<file path="src/rtl/seq_mult4_pkg.sv">
// Shared definitions for the shift-and-add multiplier: state encoding,
// default operand width and the iteration-counter width helper.
package seq_mult4_pkg;

    localparam int DEFAULT_WIDTH = 4;

    typedef enum logic [1:0] {
        IDLE = 2'd0,
        RUN  = 2'd1,
        DONE = 2'd2
    } state_e;

    function automatic int count_width(input int width);
        return $clog2(width) + 1;
    endfunction

endpackage

</file>
<file path="src/rtl/seq_mult4_add_nbit.sv">
// Purely combinational N-bit adder with carry in and carry out.
module add_nbit #(
    parameter int WIDTH = 4
) (
    input  logic [WIDTH-1:0] a,
    input  logic [WIDTH-1:0] b,
    input  logic             c_in,
    output logic [WIDTH-1:0] sum,
    output logic             c_out
);

    assign {c_out, sum} = {1'b0, a} + {1'b0, b} + {{WIDTH{1'b0}}, c_in};

endmodule

</file>
<file path="src/rtl/seq_mult4.sv">
// Sequential unsigned shift-and-add multiplier: one partial product per clock,
// registered 2*WIDTH-bit result and a one-cycle done pulse.
module seq_mult4
    import seq_mult4_pkg::*;
#(
    parameter int WIDTH = DEFAULT_WIDTH
) (
    input  logic               clk,
    input  logic               rst,
    input  logic               start,
    input  logic [WIDTH-1:0]   a,
    input  logic [WIDTH-1:0]   b,
    output logic [2*WIDTH-1:0] product,
    output logic               busy,
    output logic               done
);

    localparam int CW = count_width(WIDTH);

    state_e             state_q;
    logic [WIDTH-1:0]   a_q;
    logic [2*WIDTH-1:0] p_q;
    logic [2*WIDTH-1:0] p_d;
    logic [2*WIDTH-1:0] product_q;
    logic [CW-1:0]      count_q;
    logic [WIDTH-1:0]   addend;
    logic [WIDTH-1:0]   sum;
    logic               c_out;

    assign addend = p_q[0] ? a_q : '0;

    add_nbit #(
        .WIDTH(WIDTH)
    ) u_add (
        .a    (p_q[2*WIDTH-1:WIDTH]),
        .b    (addend),
        .c_in (1'b0),
        .sum  (sum),
        .c_out(c_out)
    );

    // The adder carry lands in the MSB, so the accumulator can never overflow.
    assign p_d = {c_out, sum, p_q[WIDTH-1:1]};

    // NOTE: all state uses non-blocking assignments so every register samples
    // pre-edge values; reset is asynchronous and clears every register.
    always_ff @(posedge clk or posedge rst) begin
        if (rst) begin
            state_q   <= IDLE;
            a_q       <= '0;
            p_q       <= '0;
            count_q   <= '0;
            product_q <= '0;
        end else begin
            case (state_q)
                IDLE: begin
                    if (start) begin
                        a_q     <= a;
                        p_q     <= {{WIDTH{1'b0}}, b};
                        count_q <= '0;
                        state_q <= RUN;
                    end
                end
                RUN: begin
                    p_q     <= p_d;
                    count_q <= count_q + 1'b1;
                    if (count_q == CW'(WIDTH - 1)) begin
                        product_q <= p_d;
                        state_q   <= DONE;
                    end
                end
                DONE:    state_q <= IDLE;
                default: state_q <= IDLE;
            endcase
        end
    end

    assign product = product_q;
    assign busy    = (state_q != IDLE);
    assign done    = (state_q == DONE);

endmodule

</file>
<file path="config.mk">
export PLATFORM = sky130hd
export DESIGN_NAME = seq_mult4
export DESIGN_NICKNAME = d
export VERILOG_FILES = /design/src/rtl/seq_mult4_pkg.sv /design/src/rtl/seq_mult4_add_nbit.sv /design/src/rtl/seq_mult4.sv
export SDC_FILE = /design/constraint.sdc
export NUM_CORES = 1
export LEC_CHECK = 0
export CAP_MARGIN = 15
export CORE_MARGIN = 2
export CORE_UTILIZATION = 46
export DETAILED_ROUTE_END_ITERATION = 6
export PLACE_DENSITY = 0.74
export REMOVE_ABC_BUFFERS = 1
export SKIP_CTS_REPAIR_TIMING = 1
export SLEW_MARGIN = 20
export SYNTH_ARGS = -nofsm -noshare
export SYNTH_HDL_FRONTEND = slang
export SYNTH_SLANG_ARGS = --single-unit
export TNS_END_PERCENT = 100
</file>
<file path="constraint.sdc">
create_clock -name clk -period 1.5 [get_ports clk]
set_input_delay 0.15 -clock clk [delete_from_list [all_inputs] [get_ports clk]]
set_output_delay 0.15 -clock clk [all_outputs]
set_load 0.02 [all_outputs]
</file>
==> results.cfg <==
[sta]
finalCritPeriodShare_pct = 107.3
layout_min_cycle_time_ps = 1609
drv_slew = 0
setup_viol = 4
whs_ps = 169.9
rsz0062_at_grt = yes
setup_tns_ps = -221.7
timing.slew.headroom_pct = 65.78
worstMarginPinSlew_ps = 513.0
fmax_mhz = 621.4
clock_skew_ps = 6.103
setup_slack_ps = -109.4
hold_violations = 0

[drt]
drtPass1Iterations = 4
wl_per_cell_um = 14.44
ant_nets = 0
viasPerCell = 5.301
num_vias = 864
wl_um = 2353
drtIter0Drc = 18
drc_errors = 0

[layout]
fin_area_sq_um = 1619
nNetsFinal = 152
multi_input_area_sq_um = 628.1
register_area_sq_um = 626.9
fin_util_pct = 64.76
num-fill-cells = 194
diodes = 0
drive_gt1_share_pct = 29.32
area_delta_synth_final_pct = 31.77

[power_and_ir_drop]
power_leakage_nw = 0.7962
p_int_w = 0.001864
swShare_pct = 36.42
powerDensity_nw_per_um2 = 1811
combPwrFrac_pct = 50.9
finalPower_w = 0.002932
p_switching_w = 0.001068
pwr-share-seq_pct = 38.9
vdd_drop_max_v = 0.001022
pwr-share-clk_pct = 10.2

[grt]
grt_pass1_vias = 922
gr-total-overflow = 0
grt_util_met2_pct = 26.19
grt_usage_pct = 15.84
antenna_found_initial = 0
use_met1_pct = 21.47
grt_use_met3_pct = 2.093
grt_first_pass_wirelength_um = 3988
busiest_layer = met2
grt_max_degree = 26

[floorplan]
rows = 18
io_pins = 21
start_util_pct = 49.15
die_area_sq_um = 3100
die_x_um = 55.68
coreArea_sq_um = 2500
die_h_um = 55.68

[worst_hold_path]
min_path_type = primary input to async pin

[synthesis]
synthMostInstantiatedCell = dfrtp_1
synth_common_cells = dfrtp_1, nand2_1, o21ai_0
synth.distinct_cells = 29
yosys.area.top_type_share_pct = 50.92
yosys_warnings = 0
synth_area_leaders = dfrtp_1, ha_1, mux2_2, o21ai_0, mux2_4
syn_area_per_cell_sq_um = 11.81
syn_area_sq_um = 1229
async_reset_ff_share_pct = 100.0
synth_edf_count = 0
synth_area_leader_cell = dfrtp_1
ys_ff_latch = 25
synthFlopType = dfrtp_1
synthCells = 104
synth-seq-area-share_pct = 50.92

[clocking]
cts_max_path_buffers = 2
cts_tree = yes
clkLatencyLatePin_ps = 310
clockRootBuffer = clkbuf_4
cts.sinks = 25
cts.reportedPaths.clkPinSlew_ps = 130
cts_htree_levels = 1
cts_buffers = 3

[worst_setup_path]
worstSetupEndpointType = flop
cp.arrival_ps = 1820
worstPathRequired_ps = 1710
startpoint_type = flop
path_class = flop to flop
critPathMaxFanout = 2

[job]
maxCapViolCount = 0

[placed_design]
place_congestion = 0.7987
io_buffers = 20
hpwl_um = 1636
place_area_sq_um = 1480

[outcome]
run_status = finished with violations
violations = setup timing
## registers in the layout, indices dropped and copies added (netlist names)
register	count
a_q	4
count_q	3
p_q	8
product	8
state_q	2
## worst max-delay path, stage by stage, from the launching register on
cell,delay [ps]
dfrtp_1,410
and2_4,150
ha_4,150
fa_2,360
a21o_1,200
a21oi_2,160
o21ai_1,70
## placed cells by master, fill, tap and decap left out, types with 2 or more instances in the layout
cell type	n
dfrtp_1	24
clkdlybuf4s50_1	16
nand2_1	12
o21ai_0	8
buf_4	8
mux2_2	5
inv_1	5
mux2_4	4
and3b_1	4
a21oi_1	4
dlymetal6s2s_1	4
and2_4	3
ha_4	3
clkbuf_4	3
a21oi_2	2
o21ai_1	2
a22o_1	2
ha_1	2
## metrics by stage
step / worst slack (ps) / std cells
after global placement: -200.3 / 157
final: -109.4 / 163
after CTS: -292.7 / 161
after detailed placement: -257.6 / 157
after global routing: -168.3 / 163
after floorplan: -160.0 / 100
## logic make-up after synthesis
family,count (synthesis),synth area share [%]
buffers and inverters,9,4.684
muxes,10,9.979
and+or+nand+nor,29,14.97
adders and majority gates,7,7.739
DFF,25,50.92
xor gates and xnor gates,1,0.7130
AOI/OAI and AO/OA,23,11.00
## path summary, 6_finish.rpt
path / start / to / slack, ps / depth (start not counted)
worst max-delay path: p_q[0] / p_q[7] / -110 / 6
worst min-delay path: rst / count_q[0] / 170 / 3
worst max register to register: p_q[0] / p_q[7] / -110 / 6
worst min register to register: product[5] / product[5] / 500 / 2
max in group asynchronous: rst / state_q[0] / 1080 / 3
min in group clk: a[2] / a_q[2] / 440 / 2
## cell type report
| type | instances | share of cell area (%) |
|---|---|---|
| multi-input combinational | 70 | 38.79 |
| sequential | 25 | 38.72 |
| timing repair buffer | 29 | 17.39 |
| tap | 30 | 2.318 |
| clock buffer | 4 | 1.623 |
| inverter | 5 | 1.159 |
## power by group through the flow
stage	Sequential [W]	Combinational, W	Clock [W]
2_1_floorplan	0.00121	0.000734	0
5_1_grt	0.00118	0.00163	0.000330
6_report	0.00114	0.00149	0.000298
4_1_cts	0.00112	0.00132	0.000309
3_3_place_gp	0.00112	0.00128	0
3_5_place_dp	0.00113	0.00132	0
## per-layer routing
metal	wire, um	share of wire [%]
met1	1077	46
met3	94	4.0
met5	0	0
met4	12	0.51
met2	1168	50
(Power assumes the default switching activity.)
